[src/rtl/fft_iter_r2.sv]
// Iterative radix-2 DIT FFT: loads N real samples in bit-reversed order, runs
// log2(N) in-place stages through one shared butterfly, then streams bins out.
module fft_iter_r2 #(
    parameter int N      = 8,
    parameter int DATA_W = 12,
    parameter int TW_W   = 12,
    parameter int SCALE  = 1
) (
    input  logic                     clk,
    input  logic                     rst_n,
    input  logic                     in_valid,
    output logic                     in_ready,
    input  logic signed [DATA_W-1:0] in_data,
    output logic                     out_valid,
    input  logic                     out_ready,
    output logic signed [DATA_W-1:0] out_re,
    output logic signed [DATA_W-1:0] out_im,
    output logic [$clog2(N)-1:0]     out_index,
    output logic                     out_last,
    output logic                     busy
);

    localparam int              LOGN     = $clog2(N);
    localparam int              PW       = DATA_W + TW_W + 1;
    localparam real             PI       = 3.14159265358979323846;
    localparam logic [LOGN-1:0] LAST_IDX = LOGN'(N - 1);
    localparam logic [LOGN-1:0] LAST_BF  = LOGN'(N / 2 - 1);
    localparam logic [2:0]      LAST_STG = 3'(LOGN - 1);

    typedef enum logic [1:0] {
        LOAD    = 2'd0,
        COMPUTE = 2'd1,
        UNLOAD  = 2'd2
    } state_t;

    function automatic logic [LOGN-1:0] bitrev(input logic [LOGN-1:0] v);
        logic [LOGN-1:0] r;
        r = '0;
        for (int i = 0; i < LOGN; i++) begin
            r[i] = v[LOGN-1-i];
        end
        return r;
    endfunction

    function automatic logic signed [TW_W-1:0] tw_round(input real v);
        real sc;
        int  q;
        sc = v * (2.0 ** (TW_W - 2));
        q  = (sc >= 0.0) ? $rtoi(sc + 0.5) : -$rtoi(0.5 - sc);
        return TW_W'(q);
    endfunction

    // Drop the twiddle fraction bits; >>> floors toward -inf.
    function automatic logic signed [DATA_W:0] prod_shift(input logic signed [PW-1:0] p);
        logic signed [PW-1:0] sh;
        sh = p >>> (TW_W - 2);
        return sh[DATA_W:0];
    endfunction

    function automatic logic signed [DATA_W-1:0] bf_out(input logic signed [DATA_W:0] v);
        if (SCALE != 0) begin
            return v[DATA_W:1];
        end
        return v[DATA_W-1:0];
    endfunction

    state_t          state_q, state_d;
    logic [LOGN-1:0] cnt_q, cnt_d;
    logic [LOGN-1:0] j_q, j_d;
    logic [2:0]      stg_q, stg_d;
    logic            load_we;
    logic            bf_we;

    logic signed [DATA_W-1:0] mem_re [N];
    logic signed [DATA_W-1:0] mem_im [N];

    logic signed [TW_W-1:0] tw_re_rom [N/2];
    logic signed [TW_W-1:0] tw_im_rom [N/2];

    // Twiddle ROM: W^k = cos(2*pi*k/N) - j*sin(2*pi*k/N), fixed at elaboration.
    for (genvar g = 0; g < N / 2; g++) begin : g_rom
        assign tw_re_rom[g] = tw_round($cos(2.0 * PI * g / N));
        assign tw_im_rom[g] = tw_round(-$sin(2.0 * PI * g / N));
    end

    // Butterfly address generation
    logic [LOGN-1:0] span;
    logic [LOGN-1:0] span_mask;
    logic [LOGN-1:0] pos;
    logic [LOGN-1:0] addr_a;
    logic [LOGN-1:0] addr_b;
    logic [LOGN-2:0] tw_idx;

    always_comb begin
        span      = LOGN'(1) << stg_q;
        span_mask = span - LOGN'(1);
        pos       = j_q & span_mask;
        addr_a    = ((j_q & ~span_mask) << 1) | pos;
        addr_b    = addr_a | span;
        tw_idx    = (LOGN-1)'(pos << (LAST_STG - stg_q));
    end

    // Butterfly datapath: t = W*B, A' = A + t, B' = A - t
    logic signed [DATA_W-1:0] a_re, a_im, b_re, b_im;
    logic signed [TW_W-1:0]   w_re, w_im;
    logic signed [PW-1:0]     p_rr, p_ii, p_ri, p_ir;
    logic signed [DATA_W:0]   t_re, t_im;
    logic signed [DATA_W:0]   a_re_x, a_im_x;
    logic signed [DATA_W-1:0] na_re, na_im, nb_re, nb_im;

    always_comb begin
        a_re   = mem_re[addr_a];
        a_im   = mem_im[addr_a];
        b_re   = mem_re[addr_b];
        b_im   = mem_im[addr_b];
        w_re   = tw_re_rom[tw_idx];
        w_im   = tw_im_rom[tw_idx];
        p_rr   = PW'(w_re) * PW'(b_re);
        p_ii   = PW'(w_im) * PW'(b_im);
        p_ri   = PW'(w_re) * PW'(b_im);
        p_ir   = PW'(w_im) * PW'(b_re);
        t_re   = prod_shift(p_rr - p_ii);
        t_im   = prod_shift(p_ri + p_ir);
        a_re_x = (DATA_W+1)'(a_re);
        a_im_x = (DATA_W+1)'(a_im);
        na_re  = bf_out(a_re_x + t_re);
        na_im  = bf_out(a_im_x + t_im);
        nb_re  = bf_out(a_re_x - t_re);
        nb_im  = bf_out(a_im_x - t_im);
    end

    always_ff @(posedge clk or negedge rst_n) begin
        if (!rst_n) begin
            state_q <= LOAD;
            cnt_q   <= '0;
            j_q     <= '0;
            stg_q   <= '0;
        end else begin
            state_q <= state_d;
            cnt_q   <= cnt_d;
            j_q     <= j_d;
            stg_q   <= stg_d;
        end
    end

    // cnt_q is the sample index n while loading and the bin index k while
    // unloading; it wraps back to 0 on the last beat of either phase.
    always_comb begin
        state_d = state_q;
        cnt_d   = cnt_q;
        j_d     = j_q;
        stg_d   = stg_q;
        load_we = 1'b0;
        bf_we   = 1'b0;
        case (state_q)
            LOAD: begin
                if (in_valid) begin
                    load_we = 1'b1;
                    cnt_d   = cnt_q + LOGN'(1);
                    if (cnt_q == LAST_IDX) begin
                        state_d = COMPUTE;
                    end
                end
            end
            COMPUTE: begin
                bf_we = 1'b1;
                if (j_q == LAST_BF) begin
                    j_d = '0;
                    if (stg_q == LAST_STG) begin
                        stg_d   = '0;
                        state_d = UNLOAD;
                    end else begin
                        stg_d = stg_q + 3'd1;
                    end
                end else begin
                    j_d = j_q + LOGN'(1);
                end
            end
            UNLOAD: begin
                if (out_ready) begin
                    cnt_d = cnt_q + LOGN'(1);
                    if (cnt_q == LAST_IDX) begin
                        state_d = LOAD;
                    end
                end
            end
            default: begin
                state_d = LOAD;
            end
        endcase
    end

    // Frame memory: data only, never reset
    always_ff @(posedge clk) begin
        if (load_we) begin
            mem_re[bitrev(cnt_q)] <= in_data;
            mem_im[bitrev(cnt_q)] <= '0;
        end
        if (bf_we) begin
            mem_re[addr_a] <= na_re;
            mem_im[addr_a] <= na_im;
            mem_re[addr_b] <= nb_re;
            mem_im[addr_b] <= nb_im;
        end
    end

    assign in_ready  = (state_q == LOAD);
    assign busy      = (state_q == COMPUTE);
    assign out_valid = (state_q == UNLOAD);
    assign out_re    = out_valid ? mem_re[cnt_q] : '0;
    assign out_im    = out_valid ? mem_im[cnt_q] : '0;
    assign out_index = out_valid ? cnt_q : '0;
    assign out_last  = out_valid && (cnt_q == LAST_IDX);

endmodule

[config.mk]
export PLATFORM = sky130hd
export DESIGN_NAME = fft_iter_r2
export DESIGN_NICKNAME = d
export VERILOG_FILES = /design/src/rtl/fft_iter_r2.sv
export SDC_FILE = /design/constraint.sdc
export NUM_CORES = 2
export LEC_CHECK = 0
export BUFFER_PORTS_ARGS = -buffer_cell sky130_fd_sc_hd__buf_2
export CELL_PAD_IN_SITES_DETAIL_PLACEMENT = 0
export CELL_PAD_IN_SITES_GLOBAL_PLACEMENT = 2
export CORE_ASPECT_RATIO = 0.5
export CORE_UTILIZATION = 43
export DETAILED_ROUTE_END_ITERATION = 10
export PLACE_DENSITY_LB_ADDON = 0.05
export SLEW_MARGIN = 20
export SYNTH_ARGS = -nofsm -noshare
export SYNTH_HDL_FRONTEND = slang
export SYNTH_SLANG_ARGS = --single-unit
[constraint.sdc]
create_clock -name clk -period 12.68 [get_ports clk]
set_clock_uncertainty 0.15 [all_clocks]
set_input_delay 1.902 -clock clk [delete_from_list [all_inputs] [get_ports clk]]
set_output_delay 1.902 -clock clk [all_outputs]
set_load 0.02 [all_outputs]
Word-level counts from Yosys, hierarchy flattened
Memory sizes are Yosys's and may differ from the RTL's. Index checks and enable logic that the tools add are counted.

Flip-flop bits (word level): 11. Bits in writable memories: 192. Output and inout port bits: 31. Memories: 2.

Add/subtract/negate cells: 11. Multiply operators: 4. $lt $le $gt $ge: 1. Eq/ne operators: 11. Shift-type cells: 2. Muxes and demuxes: 34. Bitwise logic cells: 6. Reductions and logical operators: 8.

Memory list: mem_im (depth 8, width 12, read ports 3, clocked after memory_dff 0, wr ports 2, RTL line 75) `logic signed [DATA_W-1:0] mem_im [N];`; mem_re (depth 8, width 12, read ports 3, clocked after memory_dff 0, wr ports 2, RTL line 74) `logic signed [DATA_W-1:0] mem_re [N];`.

Operator list (number): 12-bit two-way mux (8); 12-bit by 12-bit multiplier with 23-bit output (4); 12-bit binary-select mux with 2-bit select (2); 12-bit by 13-bit adder with 13-bit output (2); 12-bit by 13-bit subtractor with 13-bit output (2); 12-bit OR reduction (2); 23-bit adder (1); 23-bit subtractor (1); 3-bit two-way mux (7); 2-bit two-way mux (6); 2-bit by 1-bit inequality test with 1-bit output, second input constant (5); 3-bit by 1-bit adder with 3-bit output, second input constant (3); 1-bit two-way mux (9); 3-bit by 2-bit == test with 1-bit output, second input constant (2); 3-bit OR (2); 2-bit case mux with 3 select lines (1); 3-bit case mux with 2 select lines (1); 6-bit AND reduction (1); 3-bit AND (1); 3-bit == test, second input constant (1); 3-bit greater-or-equal comparator, second input constant (1); 2-bit NOT with 3-bit output (1); 3-bit AND reduction (1); 1-bit by 3-bit << shifter with 3-bit output, first input constant (1); 12 further kinds (12).

Depth between registers and ports, before layout
Depth in word-level cells: 12. Mapped depth: 54.

Worst setup path after synthesis
No wires, ideal clock.

Kind: flip-flop to flip-flop. Start point: register stg_q[0]. End point: memory mem_im[0][11], data pin. Data arrival time: 10.681 ns. Required time: 12.383 ns. Path slack: 1.703 ns. Stages on the path, launching flop included: 53. Path through: dfrtp_1 inv_1 ha_1 nor2b_1 buf_4 inv_4 ha_1 nand2b_1 nand3_1 buf_2 clkbuf_1 clkbuf_1 buf_1 nand2_1 nand3_1 o21ai_0 a21oi_1 nand2_1 (+17 left out) or2_2 a21oi_1 xnor2_1 ha_1 clkbuf_1 a21o_1 a21oi_1 o21bai_1 a21oi_1 o21bai_1 a21oi_1 o21bai_1 a21oi_1 o31ai_1 or2_2 mux2i_1 nor2_1 a21oi_1.

RTL lines: start: declaration (RTL line 70) `logic [2:0] stg_q, stg_d;`; start signal: assignment (RTL line 142) `stg_q <= stg_d;`; end: declaration (RTL line 75).

==> flow_metrics.env <==
export IMPL_r2r_start="stg_q[0]"
export IMPL_clk_pin_slew_worst_paths_ps=60
export IMPL_avgViaCountPerCell=5.607
export IMPL_drt_initial_drc_count=2358
export IMPL_clockBufferDepth=3
export IMPL_die_y_um=191.1
export IMPL_ys_ff_latch=203
export IMPL_overflow=0
export IMPL_yosysSeqAreaShare=0.1964
export IMPL_yosys_top_cells_area="fa_1 26%, edfxtp_1 19%, ha_1 11%"
export IMPL_grt_pass1_vias=24001
export IMPL_clock_root_buffer="clkbuf_16"
export IMPL_worstPathArrival_ps=12300
export IMPL_port_buffer_count=46
export IMPL_status="complete, no violations"
export IMPL_reg2reg_slack_ps=620
export IMPL_num_vias=23650
export IMPL_post_cts_setup_buffers=0
export IMPL_antenna_found_initial=7
export IMPL_synth_top_cell_area_share=0.2649
export IMPL_grt_max_degree=56
export IMPL_insertion_delay_ps=580
export IMPL_remaining_drc_errors=0
export IMPL_tritoncts="built"
export IMPL_rr_endpoint="mem_im[1][10]"
export IMPL_io_pin_count=47
export IMPL_hp_class="flip-flop to flip-flop"
export IMPL_synth_cell_types=82
export IMPL_worstSetupPathType="flip-flop to flip-flop"
export IMPL_final_util=0.4784
export IMPL_fp_row_count=68
export IMPL_firstDrtPassIters=6
export IMPL_hold_start="cnt_q[1]"
export IMPL_setup_viol=0
export IMPL_wirelength_um=104500
export IMPL_cp_max_fo=31
export IMPL_initial_core_util=0.4404
export IMPL_nets=3937
export IMPL_worst_path_max_delay_cell="fa_1"
export IMPL_drive_above_1_share=0.1186
export IMPL_n_fill_cell=6681
export IMPL_syn2layout_area_growth_pct=8.631
export IMPL_grt_use_total=0.2936
export IMPL_synth_commonest_cells="649 x inv_1, 407 x fa_1, 335 x nand2_1, 261 x ha_1, 207 x nor2_1"
export IMPL_grt_pass1_wl_um=156700
export IMPL_avgSynthCellArea_um2=9.611
export IMPL_ys_warn_count=0
export IMPL_die_x_um=380.3
export IMPL_cts_max_level=1
export IMPL_hold_path_endpoint="cnt_q[1]"
export IMPL_required_ps=12920
export IMPL_syn_nets=3885
export IMPL_synth_edf_count=192
export IMPL_worstHoldPathCells=1
export IMPL_drv_max_cap_violation_count=0
export IMPL_worst_setup_path_end_kind="flip-flop"
export IMPL_async_reset_ff_frac=0.05419
export IMPL_finalMaxSlewViolations=0
export IMPL_die_area_um2=72680
export IMPL_fin_crit_sh=0.9512
export IMPL_fin_tns_setup_ps=0
export IMPL_rsz0062_at_grt="false"
export IMPL_place_gp_congestion=0.9231
export IMPL_slew_headroom=0.2116
export IMPL_layout_min_cycle_time_ps=12060
export IMPL_timing_hold_ws_ps=412.1
export IMPL_drtAntennaViolNets=0
export IMPL_path_common_cell="fa_1"
export IMPL_cts_sinks=203
export IMPL_core_area_um2=69850
export IMPL_worstMarginPinSlew_ps=1174
export IMPL_seq_area_um2=6047
export IMPL_cts_made_buffers=27
export IMPL_synth_top_area_cell="fa_1"
export IMPL_multi_input_area_um2=21900
export IMPL_drt_wirelength_per_cell_um=24.77
export IMPL_ys_flop_type="edfxtp_1"
export IMPL_max_stage_delay_ps=1050
export IMPL_reg2regPathDepth=39
export IMPL_finalHoldViolCount=0
export IMPL_crit_path_start_kind="flip-flop"
export IMPL_synthesis_area_um2=30760
export IMPL_dp_hpwl_um=82360
export IMPL_postCtsHoldBufs=0
export IMPL_synthCells=3201
export IMPL_max_freq_mhz=82.91
export IMPL_yosysMostFrequentCell="inv_1"
how the worst max path moves through the flow:
stage / start / to / slack, ps / cells past startpoint
2_1_floorplan: stg_q[0] / mem_im[0][11] / 1700 / 52
3_3_place_gp: stg_q[0] / mem_im[3][11] / 760 / 48
3_5_place_dp: stg_q[0] / mem_re[0][11] / 560 / 44
4_1_cts: stg_q[0] / mem_re[0][11] / 520 / 44
5_1_grt: stg_q[0] / mem_im[1][11] / 60 / 48
6_report: stg_q[0] / mem_im[1][10] / 620 / 39
worst max-delay path, delay by kind of cell (launching register included):
family                   cells  cell delay [ps]
AND/OR/NAND/NOR             11             2990
XOR/XNOR                     1              130
flip-flops                   1              460
buffers and inverters        6              980
adder cells (fa/ha/maj)     11             5270
AO/OA/AOI/OAI               10             1860
metal layers:
layer / track usage / wire length (µm) / vias up
li1: - / - / 10581
met1: 0.4536 / 50090 / 12076
met2: 0.4463 / 44670 / 886
met3: 0.03536 / 8209 / 107
met4: 0.04467 / 1505 / 0
met5: 0 / 0 / -
final cells by class:
class	count	share of cell area
Clock inverter	17	0.003819
Clock buffer	31	0.02067
Inverter	651	0.07320
Tap cell	945	0.03538
Multi-Input combinational cell	2219	0.6554
Antenna cell	1	0.00007488
Sequential cell	203	0.1810
Timing Repair Buffer	151	0.03048
stage by stage:
step	cells	cell area [µm²]	worst slack, ps
final	4218	33420	618.5
after global routing	4218	33420	58.72
after CTS	4217	33380	521.3
after detailed placement	4169	32560	559.4
after global placement	4169	32560	757.4
after floorplan	3201	30760	1703
logic make-up (layout without fill, tap and decap cells):
family	after synthesis	after routing	share of synthesized area
other cells	2	3	0.0002441
xor+xnor	113	113	0.03262
flops	203	203	0.1964
mux	177	177	0.09790
simple gates	788	788	0.1143
fa+ha+maj	668	668	0.3710
compound gates	471	471	0.09151
buf+inv	779	850	0.09607
state kept, by name, indices dropped and copies added (netlist names):
name     flops
mem_im      96
mem_re      96
cnt_q        3
j_q          3
stg_q        3
state_q      2
cells in the final DEF (no fill, tap or decap), drive strengths merged, types with 96 or more instances in the layout:
cell type,n
a21oi,169
nor2,209
nand2,337
ha,261
o21ai,153
buf,151
fa,407
mux4,96
edfxtp,192
inv,651
timing repair:
action / CTS / global route
resized for setup: 0 / 9
setup endpoints to repair: 0 / 40
hold endpoints to repair: 0 / 0
Power is not shown: default switching activity piles up to over one toggle a cycle in this logic, so the estimate is an artifact.
